===== config.mk =====
export PLATFORM = sky130hd
export DESIGN_NAME = nn_sld_win
export DESIGN_NICKNAME = d
export VERILOG_FILES = /design/src/rtl/nn_pkg.sv /design/src/rtl/nn_sld_win_ctrl.sv /design/src/rtl/nn_sld_win.sv
export SDC_FILE = /design/constraint.sdc
export NUM_CORES = 1
export LEC_CHECK = 0
export CAP_MARGIN = 5
export CORE_UTILIZATION = 49
export DETAILED_ROUTE_END_ITERATION = 12
export PLACE_DENSITY = 0.87
export REMOVE_ABC_BUFFERS = 1
export SETUP_SLACK_MARGIN = 0.3
export SYNTH_ARGS = -nofsm -noshare
export SYNTH_HDL_FRONTEND = slang
export SYNTH_SLANG_ARGS = --single-unit

===== constraint.sdc =====
create_clock -name i_clk -period 2.3 [get_ports i_clk]
set_input_delay 0.46 -clock i_clk [delete_from_list [all_inputs] [get_ports i_clk]]
set_output_delay 0.46 -clock i_clk [all_outputs]
set_load 0.01 [all_outputs]

===== src/rtl/nn_pkg.sv =====
// Shared definitions for the NN sliding-window block: controller state
// encoding, default pixel width and the (row, col) window packing rule.
package nn_pkg;

  localparam int NN_PIX_W = 8;

  typedef enum logic [1:0] {
    FILL = 2'd0,
    STEP = 2'd1,
    HOLD = 2'd2
  } nn_state_t;

  // Bit offset of pixel (r, c) inside a packed ROW x COLS window.
  function automatic int nn_pix_lsb(input int r, input int c, input int cols, input int w);
    return (r * cols + c) * w;
  endfunction

endpackage


===== src/rtl/nn_sld_win_ctrl.sv =====
// Sliding-window controller: configuration latch, FILL/STEP/HOLD state
// machine, fill and stride counters, input handshake and window-valid flag.
module nn_sld_win_ctrl
  import nn_pkg::*;
#(
  parameter int COL_NUM  = 6,
  parameter int STRIDE_W = 3
) (
  input  logic                i_clk,
  input  logic                i_rst,
  input  logic                i_clr,
  input  logic                i_split,
  input  logic                i_half,
  input  logic [STRIDE_W-1:0] i_stride,
  input  logic                i_valid,
  input  logic                i_win_rdy,
  output logic                o_ready,
  output logic                o_win_vld,
  output logic                o_shift,
  output logic                o_split,
  output logic                o_half
);

  localparam int CW = $clog2(COL_NUM + 1);
  localparam logic [CW-1:0]     SW_FULL = CW'(COL_NUM);
  localparam logic [CW-1:0]     SW_HALF = CW'(COL_NUM / 2);
  localparam logic [CW-1:0]     FILL_ONE = CW'(1);
  localparam logic [STRIDE_W:0] STRD_ONE = (STRIDE_W + 1)'(1);

  nn_state_t             state_q, state_d;
  logic [CW-1:0]         fill_q, fill_d;
  logic [STRIDE_W-1:0]   strd_q, strd_d;
  logic                  split_q, half_q;
  logic [STRIDE_W-1:0]   stride_q;
  logic [CW-1:0]         sw;
  logic [CW-1:0]         fill_inc;
  logic [STRIDE_W:0]     eff_stride;
  logic [STRIDE_W:0]     strd_inc;
  logic                  accept;

  assign sw         = split_q ? SW_HALF : SW_FULL;
  assign eff_stride = (stride_q == '0) ? STRD_ONE : {1'b0, stride_q};
  assign fill_inc   = fill_q + FILL_ONE;
  assign strd_inc   = {1'b0, strd_q} + STRD_ONE;

  assign o_ready   = (state_q != HOLD) && !i_clr;
  assign accept    = i_valid && o_ready;
  assign o_shift   = accept;
  assign o_win_vld = (state_q == HOLD);
  assign o_split   = split_q;
  assign o_half    = half_q;

  // Configuration is captured only on a sweep restart.
  always_ff @(posedge i_clk or negedge i_rst) begin
    if (!i_rst) begin
      split_q  <= 1'b0;
      half_q   <= 1'b0;
      stride_q <= STRIDE_W'(1);
    end else if (i_clr) begin
      split_q  <= i_split;
      half_q   <= i_half;
      stride_q <= i_stride;
    end
  end

  // State and counter registers.
  always_ff @(posedge i_clk or negedge i_rst) begin
    if (!i_rst) begin
      state_q <= FILL;
      fill_q  <= '0;
      strd_q  <= '0;
    end else begin
      state_q <= state_d;
      fill_q  <= fill_d;
      strd_q  <= strd_d;
    end
  end

  // Next-state logic; a restart overrides every other transition.
  always_comb begin
    state_d = state_q;
    fill_d  = fill_q;
    strd_d  = strd_q;
    if (i_clr) begin
      state_d = FILL;
      fill_d  = '0;
      strd_d  = '0;
    end else begin
      case (state_q)
        FILL: begin
          if (accept) begin
            fill_d = fill_inc;
            if (fill_inc == sw) begin
              state_d = HOLD;
              strd_d  = '0;
            end
          end
        end
        HOLD: begin
          if (i_win_rdy) state_d = STEP;
        end
        STEP: begin
          if (accept) begin
            if (strd_inc == eff_stride) begin
              state_d = HOLD;
              strd_d  = '0;
            end else begin
              strd_d = strd_inc[STRIDE_W-1:0];
            end
          end
        end
        default: begin
          state_d = FILL;
        end
      endcase
    end
  end

endmodule


===== src/rtl/nn_sld_win.sv =====
// Sliding-window register file feeding the NN PE array. Columns shift into
// the active segment (full width or one half) on every accepted transfer.
// Optional build macro NN_SLD_ZPAD_EN adds i_pad, which shifts in a zero
// column instead of i_data (left/right zero padding).
module nn_sld_win
  import nn_pkg::*;
#(
  parameter int DATA_WIDTH = NN_PIX_W,
  parameter int ROW_NUM    = 6,
  parameter int COL_NUM    = 6,
  parameter int STRIDE_W   = 3
) (
  input  logic                                  i_clk,
  input  logic                                  i_rst,
  input  logic                                  i_clr,
  input  logic                                  i_split,
  input  logic                                  i_half,
  input  logic [STRIDE_W-1:0]                   i_stride,
`ifdef NN_SLD_ZPAD_EN
  input  logic                                  i_pad,
`endif
  input  logic [DATA_WIDTH*ROW_NUM-1:0]         i_data,
  input  logic                                  i_valid,
  output logic                                  o_ready,
  output logic [DATA_WIDTH*ROW_NUM*COL_NUM-1:0] o_img,
  output logic                                  o_win_vld,
  input  logic                                  i_win_rdy
);

  localparam int HW = COL_NUM / 2;

  typedef logic [ROW_NUM-1:0][DATA_WIDTH-1:0] col_t;

  logic         shift;
  logic         split;
  logic         half;
  col_t         col_in;
  col_t         img_q [COL_NUM];
  col_t         src   [COL_NUM];
  logic [COL_NUM-1:0] seg_en;

  nn_sld_win_ctrl #(
    .COL_NUM  (COL_NUM),
    .STRIDE_W (STRIDE_W)
  ) u_ctrl (
    .i_clk     (i_clk),
    .i_rst     (i_rst),
    .i_clr     (i_clr),
    .i_split   (i_split),
    .i_half    (i_half),
    .i_stride  (i_stride),
    .i_valid   (i_valid),
    .i_win_rdy (i_win_rdy),
    .o_ready   (o_ready),
    .o_win_vld (o_win_vld),
    .o_shift   (shift),
    .o_split   (split),
    .o_half    (half)
  );

`ifdef NN_SLD_ZPAD_EN
  assign col_in = i_pad ? '0 : col_t'(i_data);
`else
  assign col_in = col_t'(i_data);
`endif

  // Per-column segment membership and shift source: the segment base takes
  // the new column, every other member takes its lower neighbour.
  always_comb begin
    for (int c = 0; c < COL_NUM; c++) begin
      seg_en[c] = !split || (half ? (c >= HW) : (c < HW));
    end
    src[0] = col_in;
    for (int c = 1; c < COL_NUM; c++) begin
      src[c] = (split && half && (c == HW)) ? col_in : img_q[c-1];
    end
  end

  // Window shift register; columns outside the segment hold.
  always_ff @(posedge i_clk or negedge i_rst) begin
    if (!i_rst) begin
      for (int c = 0; c < COL_NUM; c++) img_q[c] <= '0;
    end else if (shift) begin
      for (int c = 0; c < COL_NUM; c++) begin
        if (seg_en[c]) img_q[c] <= src[c];
      end
    end
  end

  for (genvar r = 0; r < ROW_NUM; r++) begin : g_row
    for (genvar c = 0; c < COL_NUM; c++) begin : g_col
      assign o_img[nn_pix_lsb(r, c, COL_NUM, DATA_WIDTH) +: DATA_WIDTH] = img_q[c][r];
    end
  end

endmodule


Word-level counts from Yosys, hierarchy flattened
Index checks and enable logic that the tools add are counted.

Flip-flop bits (word level): 301. Bits in latches: 0. Bits in writable memories: 0. Bits in read-only memories: 0. Input port bits: 58. Output and inout bits: 290. Word-level logic and storage cells: 92. Memories kept: 0.

Add/sub/neg operators: 2. Multiply operators: 0. Divide/modulo/power cells: 0. $lt $le $gt $ge: 0. Equality and inequality tests: 10. Shifts and indexed selects: 0. Muxes and demuxes: 21. Bitwise operators: 0. Reductions and logical operators: 17.

Operators by type and width (count): two-way mux 48 bit (1); two-way mux 3 bit (10); two-way mux 2 bit (6); != test 3 x 2 -> 1 bit (second input constant) (3); != test 3 bit (second input constant) (2); one-hot mux 2 bit (3 select lines) (1); one-hot mux 3 bit (2 select lines) (1); AND reduction 2 bit (3); AND reduction 5 bit (1); adder 3 x 1 -> 4 bit (second input constant) (1); == test 4 bit (1); AND reduction 4 bit (1); nonzero test 2 bit (2); adder 3 x 1 -> 3 bit (second input constant) (1); == test 3 bit (1); logical AND 1 bit (3); logical NOT 3 bit (1); nonzero test 3 bit (1); == test 2 x 1 -> 1 bit (second input constant) (1); == test 2 bit (second input constant) (1); logical NOT 1 bit (2); logical NOT 2 bit (1); logical OR 1 bit (2); two-way mux 1 bit (2); != test 2 bit (second input constant) (1).

Longest topological paths before layout
Gate-level depths: netlist (run 1).

Depth in word-level cells: 7. Depth in mapped cells: 8. Depth with buffers taken out: 6.

Hierarchy
A second synthesis (run 1) with hierarchy kept.

Cells, all modules: 1036. Area total of the unflattened synthesis: 13492.9 µm².

By module, submodules not included: nn_sld_win (instances 1, cells an instance 968, area each 12788.5 µm², sequential area each 7206.9 µm²); nn_sld_win_ctrl (instances 1, cells an instance 68, area each 704.4 µm², sequential area each 326.6 µm²).

Worst setup path before layout (run 1)
OpenSTA, ideal clock, no wires.

Path type: reg-to-reg. Start: register u_ctrl.state_q[0]. End: register img_q, in the netlist o_img[104]. Setup time: 125 ps. Arrival: 1560 ps. Data required time: 2175 ps. Setup slack: 615 ps. Stages on the path, launching flop included: 8. Buffers on the path: 3. Period minus slack after synthesis: 1685 ps. Cells stage by stage: dfrtp_1 > nor2b_4 > nor2_4 > and3_1 > buf_6 > buf_8 > buf_12 > mux2_4.

Word-level cells in the longest chain between the ends: 4.

Ends and longest elaborated chain: from (decl) (RTL line nn_sld_win_ctrl.sv:30) `nn_state_t state_q, state_d;`; from (signal assigned) (RTL line nn_sld_win_ctrl.sv:73) `state_q <= state_d;`; != test 2 bit (RTL line nn_sld_win_ctrl.sv:46) `assign o_ready = (state_q != HOLD) && !i_clr;`; logical AND 1 bit (RTL line nn_sld_win_ctrl.sv:46); named net o_ready (RTL line nn_sld_win.sv:24) `output logic o_ready,`; logical AND 1 bit (RTL line nn_sld_win_ctrl.sv:47) `assign accept = i_valid && o_ready;`; AND reduction 2 bit (no source line); to (signal, indexed assignment) (RTL line nn_sld_win.sv:85) `if (seg_en[c]) img_q[c] <= src[c];`; to (decl) (RTL line nn_sld_win.sv:38) `col_t img_q [COL_NUM];`.

The timed path passes the listed nets, and every way through them passes these cells. A chain may end at the register's enable or synchronous reset.

Final worst setup path (run 1)
Start: register u_ctrl.state_q[1]. End: output o_ready.

Word-level cells in the longest chain between the ends: 2.

Ends and longest elaborated chain (RTL line): != test 2 bit (nn_sld_win_ctrl.sv:46); logical AND 1 bit (nn_sld_win_ctrl.sv:46); to (decl) (nn_sld_win.sv:24).

Every way passes these cells.

==> run metrics, run 1 <==
Worst Clk Skew=0.0177 ns; fill count=1913; CORE AREA=27000 sq um; DR vias=7849; Post-synth top flop=dfrtp_1; worst hold slack=0.442 ns; die area=28300 sq um; crit path cell chain=nor2b_4 -> buf_4 -> nor2_4 -> buf_4; Clk Latency, worst-skew pair=0.56 ns; Yosys warnings=0; final period utilization=85.8%; sw frac=30.9%; # DRC=0; Chip Width=168 microns; Post-Route Utilization=64.5%; Final ANT Viol Nets=0; largest net degree at the start of global routing=54; max_cap viols=0; Synth-to-Final Area Change=28.8%; DP HPWL=20.7 mm; critical path class=reg2out; area of placed instances=16200 sq um; n_diodes=0; synthesized cell area=13500 sq um; H-tree depth=1; row count=60; Crit Path Max Fanout=4; Internal Pwr Total=15.8 mW; fraction of registers with async set or reset after synthesis=100%; final wirelength=29.8 mm; maximum clock path buffer count=3; crit end category=primary output; register share of total power=40.2%; count of cell types in the netlist=34; mean post-synth cell area=13.9 sq um; slowest CP cell=dfrtp_1; Worst slew margin=68.9%; share of cells above drive strength 1=28.6%; Initial Util=50.1%; non-filler instance count after layout=1541; vias in the first global route=8573; leakage power=8.70 nW; CTS tree=built; RSZ-0062 raised after global routing=yes; Root Buffer=clkbuf_16; GP Congestion=0.788; Top-Level Pins=348; outcome=complete, no violations; antenna violations before repair=0; All-Layer GR Usage=20.9%; CP Launch Type=register; worst-margin pin slew=0.466 ns; via/cell ratio=5.09; first-pass GRT wire length=47.2 mm; cell area after layout=17400 sq um; final setup violation count=0; Routed WL per cell=19.3 microns; proportion of synthesized chip area in sequential cells=55.6%; Syn Inst Count=975; Hold/Removal Path Class=in2async; Placed Cells incl. Taps=1479; Die Y=168 microns; Final Hold Viols=0; cell mode on critical path=buf_4; final net count=1238; Psw=7.07 mW; 1st-iter DRT viols=345; power density cells=1310 nW/um^2; grt ovf=0; Clock transition at path regs=0.06 ns; number of synthesized flops with an enable pin=0; Clock Power Share=21.5%; Peak VDD IR=0.825 mV; Comb power frac=38.3%; IO buf count=347; Num Clock Sinks=301; Largest stage delay, worst path=0.41 ns; drt pass-1 iters=4; fmax=0.507 GHz; CP arrival=1.51 ns; Yosys reg bits=301; CP required=1.84 ns; CTS Buf Count=31; Final Critical Period=1.97 ns; final max-slew violation count=0
## state kept, by name (all words and copies together), names as in the netlist
name / cells
u_ctrl.fill_q: 3
u_ctrl.stride_q: 3
u_ctrl.strd_q: 3
u_ctrl.o_split: 1
u_ctrl.state_q: 2
o_img: 288
u_ctrl.o_half: 1
## routing by layer
layer	global-route usage, %	routed length, microns
met2	36.1	15100
met1	25.1	11600
met4	7.67	1000
met5	0	0
met3	5.45	2070
## cell families after synthesis
logic type | after synthesis | synth area share, %
AOI/OAI and AO/OA | 59 | 2.32
xor gates and xnor gates | 7 | 0.453
adders and majority gates | 2 | 0.185
buffers and inverters | 236 | 13.2
DFF | 301 | 55.6
muxes | 295 | 25.7
and+or+nand+nor | 75 | 2.49
## power groups by stage
stage          combinational, mW  sequential (mW)  clock (mW)
2_1_floorplan               2.66             9.93           0
3_3_place_gp                8.79             9.16           0
3_5_place_dp                9.03             9.29           0
4_1_cts                     8.95             9.25        5.03
5_1_grt                     9.28             9.51        5.24
6_report                    8.78             9.20        4.92
## stage by stage
step | TNS (ns) | power (mW) | setup WS, ns
CTS | 0 | 23.2 | 0.165
finish | 0 | 22.9 | 0.326
floorplan | -870.01 | 12.6 | -4.60
global placement | 0 | 17.9 | 0.0786
global route | 0 | 24.0 | 0.268
detailed placement | 0 | 18.3 | 0.0837
## layout make-up
| type | count | area [sq um] | area share [%] |
|---|---|---|---|
| clock buffer | 46 | 902 | 5.17 |
| clock inverter | 9 | 98.8 | 0.567 |
| inverter | 1 | 3.75 | 0.0215 |
| multi-input combinational | 438 | 4240 | 24.3 |
| sequential | 301 | 7530 | 43.2 |
| tap | 341 | 427 | 2.45 |
| timing repair buffer | 405 | 4230 | 24.3 |
## path summary, 6_finish.rpt
| kind | startpoint | endpoint | slack (ns) | depth (start not counted) |
|---|---|---|---|---|
| max | u_ctrl.state_q[1] | o_ready | 0.33 | 4 |
| min | i_rst | o_img[85] | 0.44 | 2 |
| max reg2reg | u_ctrl.state_q[1] | o_img[193] | 0.39 | 7 |
| min reg2reg | o_img[168] | o_img[168] | 0.50 | 2 |
| max in group asynchronous | i_rst | o_img[144] | 1.18 | 3 |
| min in group i_clk | o_img[168] | o_img[168] | 0.50 | 2 |
## cell usage in the layout, fill, tap and decap left out, types with 2 or more instances in the layout
master	instances
mux2_4	60
clkbuf_16	31
clkinv_2	6
nand2b_1	4
nand3b_1	2
clkbuf_1	8
mux2i_1	50
xnor2_1	6
nor3_1	2
nand2_1	54
dfrtp_1	299
buf_4	44
nor2b_1	3
dlymetal6s2s_1	75
ha_1	2
a22oi_1	2
mux2_1	15
bufinv_16	2
nor2_1	4
buf_12	14
clkbuf_8	7
a21o_1	2
o21ai_0	52
clkdlybuf4s50_1	235
dlygate4sd2_1	35
mux2_2	170
## repair_timing
| action | 4_1_cts | 5_1_grt |
|---|---|---|
| hold buffers | 1 | 0 |
| endpoints found under the setup margin | 37 | 77 |
| hold endpoints to repair | 45 | 0 |
| gates resized for setup | 38 | 78 |
| buffers inserted | 3 | 3 |
## critical path, delay by kind of cell (launching register included)
family	cells	cell delay [ns]
buf+inv	2	0.30
flops	1	0.41
simple gates	2	0.26
## cell usage after synthesis (4+ instances only)
cell type,count,share of area [%]
mux2_2,170,14
mux2_1,15,1.2
xnor2_1,6,0.39
buf_12,6,0.89
mux2i_1,50,3.7
buf_4,192,11
dfrtp_1,300,55
o21ai_0,52,1.9
buf_6,5,0.42
buf_2,24,0.89
nor2_1,4,0.11
nand2_1,55,1.5
nand2b_1,4,0.18
clkbuf_1,5,0.14
mux2_4,60,6.7
Power figures use the tool's default switching activity.
==> inputs of run 2 (changes only) <==
--- a/config.mk
+++ b/config.mk
@@ -11,6 +11,7 @@
 export PLACE_DENSITY = 0.87
 export REMOVE_ABC_BUFFERS = 1
 export SETUP_SLACK_MARGIN = 0.3
+export SKIP_LAST_GASP = 1
 export SYNTH_ARGS = -nofsm -noshare
 export SYNTH_HDL_FRONTEND = slang
 export SYNTH_SLANG_ARGS = --single-unit
==> results of run 2 <==
Final layout, timing and power as in run 1 (identical DEF).
==> inputs of run 3 (changes only) <==
==> constraint.sdc (replaced) <==
create_clock -name i_clk -period 2.15 [get_ports i_clk]
set_input_delay 0.43 -clock i_clk [delete_from_list [all_inputs] [get_ports i_clk]]
set_output_delay 0.43 -clock i_clk [all_outputs]
set_load 0.01 [all_outputs]
==> run metrics, run 3 (same netlist as run 1, synthesis figures left out) <==
share of cells above drive strength 1=28.8%; setup TNS=0 ns; DR vias=7785; non-filler instance count after layout=1534; Root Buffer=clkbuf_16; CP required=1.72 ns; Clock transition at path regs=0.06 ns; # DRC=0; Clk Latency, worst-skew pair=0.56 ns; Routed WL per cell=19.0 microns; final setup violation count=0; power density cells=1370 nW/um^2; Die Y=168 microns; Initial Util=50.1%; reg2reg setup slack=0.39 ns; leakage power=8.43 nW; Worst Clk Skew=0.0135 ns; CORE AREA=27000 sq um; Final ANT Viol Nets=0; first-pass GRT wire length=46.9 mm; Reg2Reg Depth=6; Post-Route Utilization=62.7%; drt pass-1 iters=4; total power after layout=23.1 mW; Crit Path Max Fanout=3; H-tree depth=1; Worst R2R End=o_img[260]; outcome=complete, no violations; Chip Width=168 microns; Final Critical Period=1.82 ns; Top-Level Pins=348; largest net degree at the start of global routing=79; DP HPWL=20.4 mm; CP arrival=1.39 ns; number of flip-flops in the largest register=288; grt ovf=0; vias in the first global route=8510; final net count=1231; most frequent cells in the layout=dfrtp_1, dlygate4sd2_1, mux2_2, mux2_4, clkdlybuf4s50_1; row count=60; critical path class=reg2out; final max-slew violation count=0; fmax=0.549 GHz; Placed Cells incl. Taps=1472; CP Launch Type=register; CTS Buf Count=31; n_diodes=0; die area=28300 sq um; antenna violations before repair=0; Worst slew margin=68.6%; All-Layer GR Usage=20.7%; final wirelength=29.2 mm; Peak VDD IR=0.857 mV; Hold/Removal Path Class=in2async; Synth-to-Final Area Change=25.1%; worst-margin pin slew=0.471 ns; 1st-iter DRT viols=335; maximum clock path buffer count=3; Num Clock Sinks=301; most common cell after layout, fill and taps aside=dfrtp_1; RSZ-0062 raised after global routing=no; max_cap viols=0; fill count=2113; CTS tree=built; IO buf count=347; via/cell ratio=5.07; GP Congestion=0.791; R2R Path Start=u_ctrl.state_q[1]; Final Hold Viols=0; crit end category=primary output; final period utilization=84.7%
run 3: cell types whose count changed in the layout (fill, tap and decap cells not counted), moves of 2 or more:
cell,before,now
dlymetal6s2s_1,75,0
clkdlybuf4s50_1,235,56
buf_12,14,12
buf_4,44,37
buf_2,0,2
clkinv_2,6,2
dlygate4sd2_1,35,288
clkbuf_8,7,11
run 3: cell type report:
cell class / count / area (sq um) / area share (%)
sequential: 301 / 7540 / 44.5
multi-input combinational: 438 / 4280 / 25.3
timing repair buffer: 398 / 3650 / 21.5
clock buffer: 49 / 953 / 5.63
tap: 341 / 427 / 2.52
clock inverter: 6 / 86.3 / 0.510
inverter: 1 / 3.75 / 0.0222
run 3: what timing repair did:
item | in CTS | in global routing
buffers inserted | 5 | 1
setup endpoints to repair | 290 | 4
hold buffers | 1 | 0
cloned | 0 | 0
gates resized for setup | 295 | 8
hold endpoints to repair | 45 | 0
pin swaps | 0 | 1
run 3: per-layer routing:
layer	up-vias	track usage, %	routed length, microns	share of wire [%]
met1	3944	25.3	11800	40
met4	0	5.77	623	2.1
li1	3527	-	-	-
met2	265	36.2	14800	51
met3	49	5.36	2000	6.9
met5	-	0	0	0
run 3: stage by stage:
step	area [sq um]	hold slack [ns]	setup slack, ns
final	16900	0.431	0.328
after global routing	16900	0.440	0.283
after CTS	16900	0.417	0.175
after detailed placement	16200	0.411	-0.0520
after global placement	16200	0.406	-0.0208
after floorplan	11800	0.134	-4.75
run 3: worst max-delay path, cell delays in order, from the launching register on:
cell and delay, ns:
dfrtp_1 0.38, nor2b_4 0.14, nor2_4 0.14, buf_2 0.18
run 3: worst max path at each step:
stage / start / to / slack [ns] / cells after the start
finish: u_ctrl.state_q[1] / o_ready / 0.33 / 3
global route: u_ctrl.state_q[1] / o_ready / 0.28 / 3
CTS: u_ctrl.state_q[1] / o_ready / 0.17 / 3
detailed placement: i_clr / o_img[260] / -0.05 / 6
global placement: i_clr / o_img[71] / -0.02 / 6
floorplan: u_ctrl.o_split / o_img[0] / -4.75 / 3
run 3: power breakdown:
group          switching [mW]  total, mW  leakage [nW]  internal [mW]
combinational            3.52       7.98          4.23           4.46
clock                    2.16       5.41         0.510           3.25
sequential               1.74       9.75          3.69           8.01
